## src/rtl/tft_frame_monitor_if.sv

```systemverilog
// Panel-side TFT pixel stream bundle: the driver owns it (master), the
// frame monitor observes it (slave).
interface tft_frame_monitor_if;
    logic       tft_data_ena;
    logic [7:0] tft_red;
    logic [7:0] tft_green;
    logic [7:0] tft_blue;
    logic       new_frame;

    modport master (output tft_data_ena, tft_red, tft_green, tft_blue, new_frame);
    modport slave  (input  tft_data_ena, tft_red, tft_green, tft_blue, new_frame);
endinterface

```

## src/rtl/tft_frame_monitor.sv

```systemverilog
// Receive-side TFT stream checker: line/frame geometry, colour match count, probed pixel.
// Optional blanking-data check is enabled by defining TFT_MON_BLANK_CHECK_EN.
module tft_frame_monitor #(
    parameter int X_RES          = 480,
    parameter int Y_RES          = 272,
    parameter int BITS_PER_COLOR = 3,
    parameter int CNT_W          = 10
) (
    input  logic                          tft_clk,
    input  logic                          rstb,
    tft_frame_monitor_if.slave            tft,
    input  logic [3*BITS_PER_COLOR-1:0]   match_rgb,
    input  logic [CNT_W-1:0]              probe_x,
    input  logic [CNT_W-1:0]              probe_y,
    output logic                          frame_done,
    output logic [CNT_W-1:0]              line_len,
    output logic [CNT_W-1:0]              frame_lines,
    output logic                          geom_err,
    output logic [17:0]                   match_count,
    output logic [3*BITS_PER_COLOR-1:0]   probe_pixel,
    output logic                          probe_hit,
    output logic                          blank_err
);
    localparam int               PW        = 3*BITS_PER_COLOR;
    localparam logic [CNT_W-1:0] CNT_MAX   = '1;
    localparam logic [17:0]      MATCH_MAX = '1;
    localparam logic [CNT_W-1:0] X_TGT     = CNT_W'(X_RES);
    localparam logic [CNT_W-1:0] Y_TGT     = CNT_W'(Y_RES);

    typedef enum logic [1:0] {WAIT_SYNC, BLANK, LINE} state_t;
    state_t state;

    logic             ena, ena_d, nf_d, ena_rise, nf_rise;
    logic [CNT_W-1:0] x_cnt, y_cnt, w_line_len;
    logic             w_geom_err, w_hit;
    logic [17:0]      w_match;
    logic [PW-1:0]    w_pix, rgb;

    logic             in_line, frame_close, close_line, pix_valid, pix_match, pix_probe, geom_next;
    logic [CNT_W-1:0] y_next, len_next, pix_x, pix_y;

    assign ena      = tft.tft_data_ena;
    assign ena_rise = ena & ~ena_d;
    assign nf_rise  = tft.new_frame & ~nf_d;
    assign rgb      = {tft.tft_red[7 -: BITS_PER_COLOR], tft.tft_green[7 -: BITS_PER_COLOR],
                       tft.tft_blue[7 -: BITS_PER_COLOR]};

    // A frame close with ena high makes that cycle pixel (0,0) of the new frame.
    always_comb begin
        in_line     = (state == LINE);
        frame_close = nf_rise && (state != WAIT_SYNC);
        close_line  = in_line && (!ena || nf_rise);
        y_next      = (close_line && y_cnt != CNT_MAX) ? y_cnt + 1'b1 : y_cnt;
        len_next    = close_line ? x_cnt : w_line_len;
        geom_next   = w_geom_err || (close_line && x_cnt != X_TGT);
        pix_valid   = ena && (frame_close || in_line || (state == BLANK && ena_rise));
        pix_x       = (in_line && !frame_close) ? x_cnt : '0;
        pix_y       = frame_close ? '0 : y_cnt;
        pix_match   = pix_valid && (rgb == match_rgb);
        pix_probe   = pix_valid && (pix_x == probe_x) && (pix_y == probe_y);
    end

    always_ff @(posedge tft_clk) begin
        if (!rstb) begin
            state       <= WAIT_SYNC;
            ena_d       <= 1'b0;
            nf_d        <= 1'b0;
            x_cnt       <= '0;
            y_cnt       <= '0;
            w_line_len  <= '0;
            w_geom_err  <= 1'b0;
            w_match     <= '0;
            w_pix       <= '0;
            w_hit       <= 1'b0;
            frame_done  <= 1'b0;
            line_len    <= '0;
            frame_lines <= '0;
            geom_err    <= 1'b0;
            match_count <= '0;
            probe_pixel <= '0;
            probe_hit   <= 1'b0;
        end else begin
            ena_d      <= ena;
            nf_d       <= tft.new_frame;
            frame_done <= 1'b0;
            if (state == WAIT_SYNC) begin
                if (nf_rise) begin
                    state      <= BLANK;
                    x_cnt      <= '0;
                    y_cnt      <= '0;
                    w_line_len <= '0;
                    w_geom_err <= 1'b0;
                    w_match    <= '0;
                    w_pix      <= '0;
                    w_hit      <= 1'b0;
                end
            end else if (frame_close) begin
                frame_done  <= 1'b1;
                line_len    <= len_next;
                frame_lines <= y_next;
                geom_err    <= geom_next || (y_next != Y_TGT);
                match_count <= w_match;
                probe_pixel <= w_pix;
                probe_hit   <= w_hit;
                y_cnt       <= '0;
                w_line_len  <= '0;
                w_geom_err  <= 1'b0;
                w_match     <= {17'd0, pix_match};
                w_hit       <= pix_probe;
                w_pix       <= pix_probe ? rgb : '0;
                state       <= ena ? LINE : BLANK;
                x_cnt       <= ena ? CNT_W'(1) : '0;
            end else begin
                if (in_line && !ena) begin
                    state      <= BLANK;
                    y_cnt      <= y_next;
                    w_line_len <= len_next;
                    w_geom_err <= geom_next;
                end else if (in_line) begin
                    if (x_cnt != CNT_MAX) x_cnt <= x_cnt + 1'b1;
                end else if (ena_rise) begin
                    state <= LINE;
                    x_cnt <= CNT_W'(1);
                end
                if (pix_match && w_match != MATCH_MAX) w_match <= w_match + 1'b1;
                if (pix_probe) begin
                    w_pix <= rgb;
                    w_hit <= 1'b1;
                end
            end
        end
    end

`ifdef TFT_MON_BLANK_CHECK_EN
    localparam logic [7:0] LO_MASK = 8'((1 << (8 - BITS_PER_COLOR)) - 1);
    logic [7:0] any_bits;
    assign any_bits = tft.tft_red | tft.tft_green | tft.tft_blue;

    always_ff @(posedge tft_clk) begin
        if (!rstb)
            blank_err <= 1'b0;
        else if ((!ena && state != WAIT_SYNC && |any_bits) || (ena && |(any_bits & LO_MASK)))
            blank_err <= 1'b1;
    end
`else
    assign blank_err = 1'b0;
`endif
endmodule

```

## src/flat_wrapper.sv

```systemverilog
// flat-port wrapper written by rule: the top's interface ports become plain ports
module tft_frame_monitor_flat 
#(
    parameter int X_RES          = 480,
    parameter int Y_RES          = 272,
    parameter int BITS_PER_COLOR = 3,
    parameter int CNT_W          = 10
)
  (tft_clk, rstb, match_rgb, probe_x, probe_y, frame_done, line_len, frame_lines, geom_err, match_count, probe_pixel, probe_hit, blank_err, tft_tft_data_ena, tft_tft_red, tft_tft_green, tft_tft_blue, tft_new_frame);
  tft_frame_monitor_if tft_i ();
  input  logic tft_clk;
  input  logic rstb;
  input  logic [3*BITS_PER_COLOR-1:0] match_rgb;
  input  logic [CNT_W-1:0] probe_x;
  input  logic [CNT_W-1:0] probe_y;
  output logic frame_done;
  output logic [CNT_W-1:0] line_len;
  output logic [CNT_W-1:0] frame_lines;
  output logic geom_err;
  output logic [17:0] match_count;
  output logic [3*BITS_PER_COLOR-1:0] probe_pixel;
  output logic probe_hit;
  output logic blank_err;
  input wire logic [$bits(tft_i.tft_data_ena)-1:0] tft_tft_data_ena;
  input wire logic [$bits(tft_i.tft_red)-1:0] tft_tft_red;
  input wire logic [$bits(tft_i.tft_green)-1:0] tft_tft_green;
  input wire logic [$bits(tft_i.tft_blue)-1:0] tft_tft_blue;
  input wire logic [$bits(tft_i.new_frame)-1:0] tft_new_frame;
  assign tft_i.tft_data_ena = tft_tft_data_ena;
  assign tft_i.tft_red = tft_tft_red;
  assign tft_i.tft_green = tft_tft_green;
  assign tft_i.tft_blue = tft_tft_blue;
  assign tft_i.new_frame = tft_new_frame;
  tft_frame_monitor #(.X_RES(X_RES), .Y_RES(Y_RES), .BITS_PER_COLOR(BITS_PER_COLOR), .CNT_W(CNT_W)) u_core (.tft_clk(tft_clk), .rstb(rstb), .tft(tft_i), .match_rgb(match_rgb), .probe_x(probe_x), .probe_y(probe_y), .frame_done(frame_done), .line_len(line_len), .frame_lines(frame_lines), .geom_err(geom_err), .match_count(match_count), .probe_pixel(probe_pixel), .probe_hit(probe_hit), .blank_err(blank_err));
endmodule
```

## config.mk

```make
export PLATFORM = sky130hd
export DESIGN_NAME = tft_frame_monitor_flat
export DESIGN_NICKNAME = d
export VERILOG_FILES = /design/src/rtl/tft_frame_monitor_if.sv /design/src/rtl/tft_frame_monitor.sv /design/src/flat_wrapper.sv
export SDC_FILE = /design/constraint.sdc
export NUM_CORES = 1
export LEC_CHECK = 0
export ABC_CLOCK_PERIOD_IN_PS = 2650
export CAP_MARGIN = 30
export CORE_MARGIN = 2
export CORE_UTILIZATION = 41
export DETAILED_ROUTE_END_ITERATION = 6
export PLACE_DENSITY = 0.69
export SYNTH_ARGS = -nofsm -noshare
export SYNTH_HDL_FRONTEND = slang
export SYNTH_SLANG_ARGS = --single-unit
```

## constraint.sdc

```tcl
create_clock -name tft_clk -period 2.65 [get_ports tft_clk]
set_clock_uncertainty 0.1 [all_clocks]
set_input_delay 0.3975 -clock tft_clk [delete_from_list [all_inputs] [get_ports tft_clk]]
set_output_delay 0.3975 -clock tft_clk [all_outputs]
set_load 0.005 [all_outputs]
```

==> metrics.txt, run 1 <==
status=finished clean; initial antenna violation count=0; GP Congestion=0.907; setup bufs post-CTS=0; Setup crit start kind=flop; most used flip-flop cell after synthesis=dfxtp_1; hold slack=350 ps; Synth area leaders=dfxtp_1, nand2_1, a21oi_1; # nets final=831; FFs w/ async S/R, synth=0; drt initial violations=375; FF-to-FF End=u_core.geom_err; DP HPWL=10.3 mm; post-route DRC violation count=0; worst slack at placement=-134 ps; Leakage=2.35 nW; worst slew pin tran=622 ps; most frequent cell after synthesis=nand2_1; cell taking the most area after synthesis=dfxtp_1; max_slew headroom=0.586; Hold EP=u_core.match_count[6]; worst hold stages=2; routed wire length=14.2 mm; Synth Instances=680; Fmax achieved=405 MHz; die height=120 um; Synth Cell Area=5520 sq um; Routed Antenna Nets=0; IO Pins=108; CTS Buffer Depth=2; CP max FO=10; I/O Buffers=91; Final min period=2470 ps; WL met2=7.10 mm; Core Util, Final=0.554; CP peak stage delay=580 ps; die width=120 um; sequential-to-total area share from yosys stat=0.410; Clk pwr share=0.530; initial core utilization=0.419; vias in the first global route=4980; M1 WL=6.21 mm; Crit. End Element=flop; Vias=5232; Final setup violation count=0; clk_lat worst skew=410 ps; syn_nets=741; Num CTS Buffers=17; Max Used Layer=met4; share of layout cells above drive strength 1=0.0983; critical path class=reg2reg; met3 wire length=699 um; Critical R2R Launch=u_core.y_cnt[3]; n_diodes=0; H-tree depth=4; Setup TNS=0 ps; Overall Global Routing Usage=0.202; global-route wire length before repair=23.3 mm; Worst path slowest cell=dfxtp_1; Hold Fails Final Rpt=0; Clock transition at path regs=60 ps; CTS Hold Bufs=0; switch share=0.220; Synthesis Warnings=0; drt wl/cell=14.8 um; Max-Cap Viols=0; Sink Count=113; Rows=42; Slew Viols, Final=0; final setup margin=180 ps; Comb pwr share=0.078; Critical Path, Cell by Cell=and4_1 > nand4_1 > and2_1 > a211oi_1 > nand4b_1 > o31a_1; Area Overhead vs Synth=32.3%; Int Pwr=3.47 mW; hold path start=u_core.match_count[6]; Post-DP Area=6690 sq um; EDFF count, synth=0; Root Driver=clkbuf_16; largest net degree at the start of global routing=65; most frequent cells after synthesis=nand2_1, dfxtp_1, a21oi_1; Worst Path Required=2860 ps; core region area=13200 sq um; Overall Power=4.44 mW; cell area power density=608 nW/um^2; Worst R2R Path Depth=6; Tcrit/Tclk final=0.932; dpl cells=927; Final Instance Area=7310 sq um; # resized after CTS=0; DR vias/cell=5.46; Synth Area per Inst=8.12 sq um; CTS tree=done; full die area=14400 sq um; maximum VDD drop=378 uV; Switch Pwr=978 uW; Critical Path AT=2680 ps; Non-Filler Instances=959; Seq pwr share=0.392; r2r setup slk=180 ps; unrepaired setup endpoints after global routing=false; Seq cells post-synth=113; share of the synthesized area in the top cell type=0.410; total congestion overflow=0; Yosys cell types=52; path type of the worst min-delay path=reg2reg; first-pass iteration count of the detailed router=5
[worst max-delay path by stage]
stage	from	end	slack, ps	cells past startpoint
finish	u_core.y_cnt[3]	u_core.geom_err	180	6
global route	u_core.state[0]	u_core.w_pix[6]	30	7
CTS	u_core.state[0]	u_core.w_pix[7]	210	7
detailed placement	tft_new_frame	u_core.w_pix[7]	-130	10
global placement	tft_new_frame	u_core.w_pix[8]	-100	10
floorplan	u_core.y_cnt[1]	u_core.geom_err	470	8
[final cells by class]
cell class                 count  area [sq um]
sequential                   113          2260
clock buffer                  23           488
multi-input combinational    503          2970
inverter                       8          30.0
timing repair buffer         127          1210
clock inverter                 9           129
tap                          176           220
fill                        1201          5880
[metal layers]
layer	up-vias	track usage
li1	2585	-
met1	2480	0.246
met2	151	0.348
met3	16	0.0428
met4	0	0.0772
met5	-	0
[critical path: cells and delay by family, from the launching register on]
kind	cells	cell delay (ps)
AND/OR/NAND/NOR	4	1020
AO/OA/AOI/OAI	2	650
flip-flops	1	580
[cell usage in the layout (no fill, tap or decap), drive strengths merged, types with 2 or more instances in the layout]
cell type and n:
a2111oi 2, a211oi 19, a21boi 2, a21oi 74, a31oi 14, and2 8, and3 6, and4 5
buf 36, bufinv 3, clkbuf 23, clkdlybuf4s50 91, clkinv 5, clkinvlp 2, dfxtp 113, ha 4
inv 7, mux2i 23, nand2 118, nand2b 6, nand3 34, nand4 12, nand4b 2, nor2 53
nor2b 2, nor3 6, nor4 3, nor4bb 9, o21ai 11, o22ai 2, o31ai 11, o32ai 8
or2 2, or3 10, or4 10, xnor2 23, xor2 17
[power by group through the flow]
| stage | Clock [mW] | Sequential (mW) | Combinational [mW] |
|---|---|---|---|
| after detailed placement | 0 | 1.78 | 0.346 |
| final | 2.35 | 1.74 | 0.346 |
| after global routing | 2.46 | 1.75 | 0.375 |
| after CTS | 2.38 | 1.74 | 0.347 |
| after floorplan | 0 | 1.77 | 0.182 |
| after global placement | 0 | 1.78 | 0.339 |
[state kept, by name, summed over array words and instances (netlist names)]
register,count
u_core.w_hit,1
u_core.y_cnt,10
u_core.line_len,10
u_core.geom_err,1
u_core.match_count,18
u_core.w_line_len,10
u_core.probe_pixel,9
u_core.state,2
u_core.w_geom_err,1
u_core.probe_hit,1
u_core.x_cnt,10
u_core.ena_d,1
u_core.w_pix,9
u_core.frame_done,1
u_core.frame_lines,10
u_core.w_match,18
u_core.nf_d,1
[kinds of logic after synthesis]
logic type                 Yosys count  synth area share
muxes                               24            0.0437
and+or+nand+nor                    287             0.253
AOI/OAI and AO/OA                  147             0.165
other                                1          0.000679
xor gates and xnor gates            40            0.0634
buffers and inverters               64            0.0546
DFF                                113             0.410
adders and majority gates            4           0.00906
Note: power is estimated with default switching activity, not from simulation.
==> inputs of run 2 (changes only) <==
ABC_AREA = 1   (was default)
PLACE_DENSITY = 0.68   (was 0.69)
==> run 2 against run 1 <==
  * Setup slack better by 220 ps
  * Core utilization is 1.6 points lower
  * Combinational power grew to 4.3 times the previous value
  * Synthesized cell count is 37% higher
  * Area after synthesis is 10% higher
  * Largest cell class unchanged
  * Global-route usage is 0.37 points higher
  * Count of clock-buffer cells in the layout stayed put
  * Via count is 18% higher
  * Cell count is 27% higher
  * Fmax is 9.9% higher
==> metrics.txt, run 2 <==
status=finished clean; Final setup violation count=0 (unchanged); routed wire length=16.1 mm (+13%); sequential-to-total area share from yosys stat=0.371 (-0.0385); vias in the first global route=5477 (+10%); path type of the worst min-delay path=reg2reg; post-route DRC violation count=0 (unchanged); worst slew pin tran=947 ps (+326 ps); core region area=14500 sq um (+10%); largest registers=u_core.match_count x18, u_core.w_match x18; share of the synthesized area in the top cell type=0.371 (-0.0385); total congestion overflow=0 (unchanged); most frequent cells after synthesis=nand2_1, nor2_1, dfxtp_1; Layout fillers=1432 (+19%); IO Pins=108 (unchanged); # nets final=1079 (+30%); Max-Cap Viols=0 (unchanged); die width=126 um (+4.9%); Sequential cell area=2260 sq um (unchanged); H-tree depth=4 (unchanged); Critical R2R Launch=u_core.y_cnt[0]; FFs w/ async S/R, synth=0 (unchanged); Critical Path AT=2450 ps (-230 ps); final setup margin=402 ps (+222 ps); n_diodes=0 (unchanged); Leakage=3.22 nW (+37%); largest net degree at the start of global routing=72 (+11%); most frequent cell after synthesis=nand2_1; Critical Path, Cell by Cell=ha_1 > inv_1 > nor2_1 > nand3_1 > nand2_2 > inv_2 > nand2_1 > nand2_1 > nor3_1 > nand3_1 > nor2_1 > nor2_1; Final min period=2250 ps (-222 ps); most used flip-flop cell after synthesis=dfxtp_1; worst slack at placement=33.3 ps (+168 ps); Worst path slowest cell=dfxtp_1; full die area=15900 sq um (+10%); share of layout cells above drive strength 1=0.0786 (-0.0198); Seq cells post-synth=113 (unchanged); area of the multi-input gates=3220 sq um (+8.4%); Crit. End Element=flop; clk_lat worst skew=420 ps (about the same); Synth Cell Area=6090 sq um (+10%); drt initial violations=440 (+17%); Post-DP Area=7200 sq um (+7.6%); Hold Fails Final Rpt=0 (unchanged); CP peak stage delay=460 ps (-120 ps); initial core utilization=0.419 (+0.000724); Root Driver=clkbuf_16; crit path from=u_core.y_cnt[0]; Setup crit start kind=flop; DR vias/cell=5.07 (-7.1%); Routed Antenna Nets=0 (unchanged); Clock transition at path regs=60 ps (about the same); EDFF count, synth=0 (unchanged); Area Overhead vs Synth=28.2%; Rows=44 (+4.8%); setup bufs post-CTS=0 (unchanged); Fmax achieved=445 MHz (+9.9%); Synth area leaders=dfxtp_1, nand2_1, nor2_1; drt wl/cell=13.2 um (-11%); Yosys cell types=37 (-29%); syn_nets=992 (+34%); CTS tree=done; Synth Area per Inst=6.55 sq um (-19%); Vias=6155 (+18%); I/O Buffers=91 (unchanged); Sink Count=113 (unchanged); CTS Hold Bufs=0 (unchanged); maximum VDD drop=592 uV (+56%); worst hold stages=2 (unchanged); # resized after CTS=0 (unchanged); first-pass iteration count of the detailed router=5 (unchanged); cell taking the most area after synthesis=dfxtp_1; Synth Instances=931 (+37%); cell area power density=757 nW/um^2 (+24%); critical path class=reg2reg; CTS Buffer Depth=2 (unchanged); FF-to-FF End=u_core.geom_err; CP endpoint=u_core.geom_err; Num CTS Buffers=17 (unchanged); max_slew headroom=0.366 (-0.220); dpl cells=1183 (+28%); Slew Viols, Final=0 (unchanged); r2r setup slk=400 ps (+220 ps); Setup TNS=0 ps (unchanged); Non-Filler Instances=1215 (+27%); die height=126 um (+4.9%); Overall Global Routing Usage=0.205 (+0.00370); Worst Path Required=2850 ps (about the same); GP Congestion=0.909 (+0.19%); global-route wire length before repair=26.4 mm (+13%); DP HPWL=11.4 mm (+11%); unrepaired setup endpoints after global routing=false; CP max FO=10 (unchanged); Synthesis Warnings=0 (unchanged); CP most frequent cell=nor2_1; initial antenna violation count=0 (unchanged); most frequent cells in the layout=nand2_1, nor2_1, dfxtp_1, inv_1, clkdlybuf4s50_1; Tcrit/Tclk final=0.848 (-0.0838); most common cell after layout, fill and taps aside=nand2_1; Final Instance Area=7810 sq um (+7.0%); Worst R2R Path Depth=12 (+6)
[run 2: final cells by class]
| type | instances | share of cell area |
|---|---|---|
| Sequential cell | 113 | 0.290 |
| Inverter | 102 | 0.0490 |
| Clock buffer | 23 | 0.0624 |
| Timing Repair Buffer | 113 | 0.141 |
| Tap cell | 184 | 0.0295 |
| Multi-Input combinational cell | 671 | 0.412 |
| Clock inverter | 9 | 0.0165 |
[run 2: worst min path at each step]
stage | startpoint | to | slack (ps)
6_report | u_core.w_hit | u_core.w_hit | 350
3_3_place_gp | u_core.w_hit | u_core.w_hit | 330
3_5_place_dp | u_core.w_hit | u_core.w_hit | 340
4_1_cts | u_core.w_hit | u_core.w_hit | 350
2_1_floorplan | u_core.w_hit | u_core.w_hit | 330
5_1_grt | u_core.w_hit | u_core.w_hit | 380
[run 2: logic make-up (layout without fill, tap and decap cells)]
logic type	Yosys count	in the layout	share of synthesized area
adders and majority gates	4	4	0.00821
other	1	1	0.000615
AOI/OAI and AO/OA	143	143	0.123
and+or+nand+nor	502	502	0.366
buffers and inverters	147	247	0.101
DFF	113	113	0.371
xor gates and xnor gates	21	21	0.0302
[run 2: through the flow]
step / util / total power, mW / hold slack, ps
CTS: 0.538 / 5.96 / 353
detailed placement: 0.495 / 3.58 / 339
global placement: 0.495 / 3.56 / 335
finish: 0.538 / 5.91 / 353
global route: 0.538 / 6.24 / 379
floorplan: - / 2.91 / 327
[run 2: critical path, delay by kind of cell, from the launching register on]
kind	cells	cell delay [ps]
buffers and inverters	2	170
and+or+nand+nor	9	1090
DFF	1	460
adders and majority gates	1	310
[run 2: power breakdown]
group	total, mW	switching (mW)	leakage, nW	internal (mW)
combinational	1.49	0.827	2.01	0.666
clock	2.37	0.801	0.299	1.57
sequential	2.05	0.142	0.917	1.90
total	5.91	1.77	3.22	4.14
[run 2: per-layer routing]
| metal | GRT usage | share of wire | vias to the layer above |
|---|---|---|---|
| met5 | 0 | 0 | - |
| met4 | 0.0724 | 0.014 | 0 |
| met3 | 0.0408 | 0.042 | 22 |
| met2 | 0.349 | 0.49 | 137 |
| met1 | 0.260 | 0.45 | 2821 |
| li1 | - | - | 3175 |
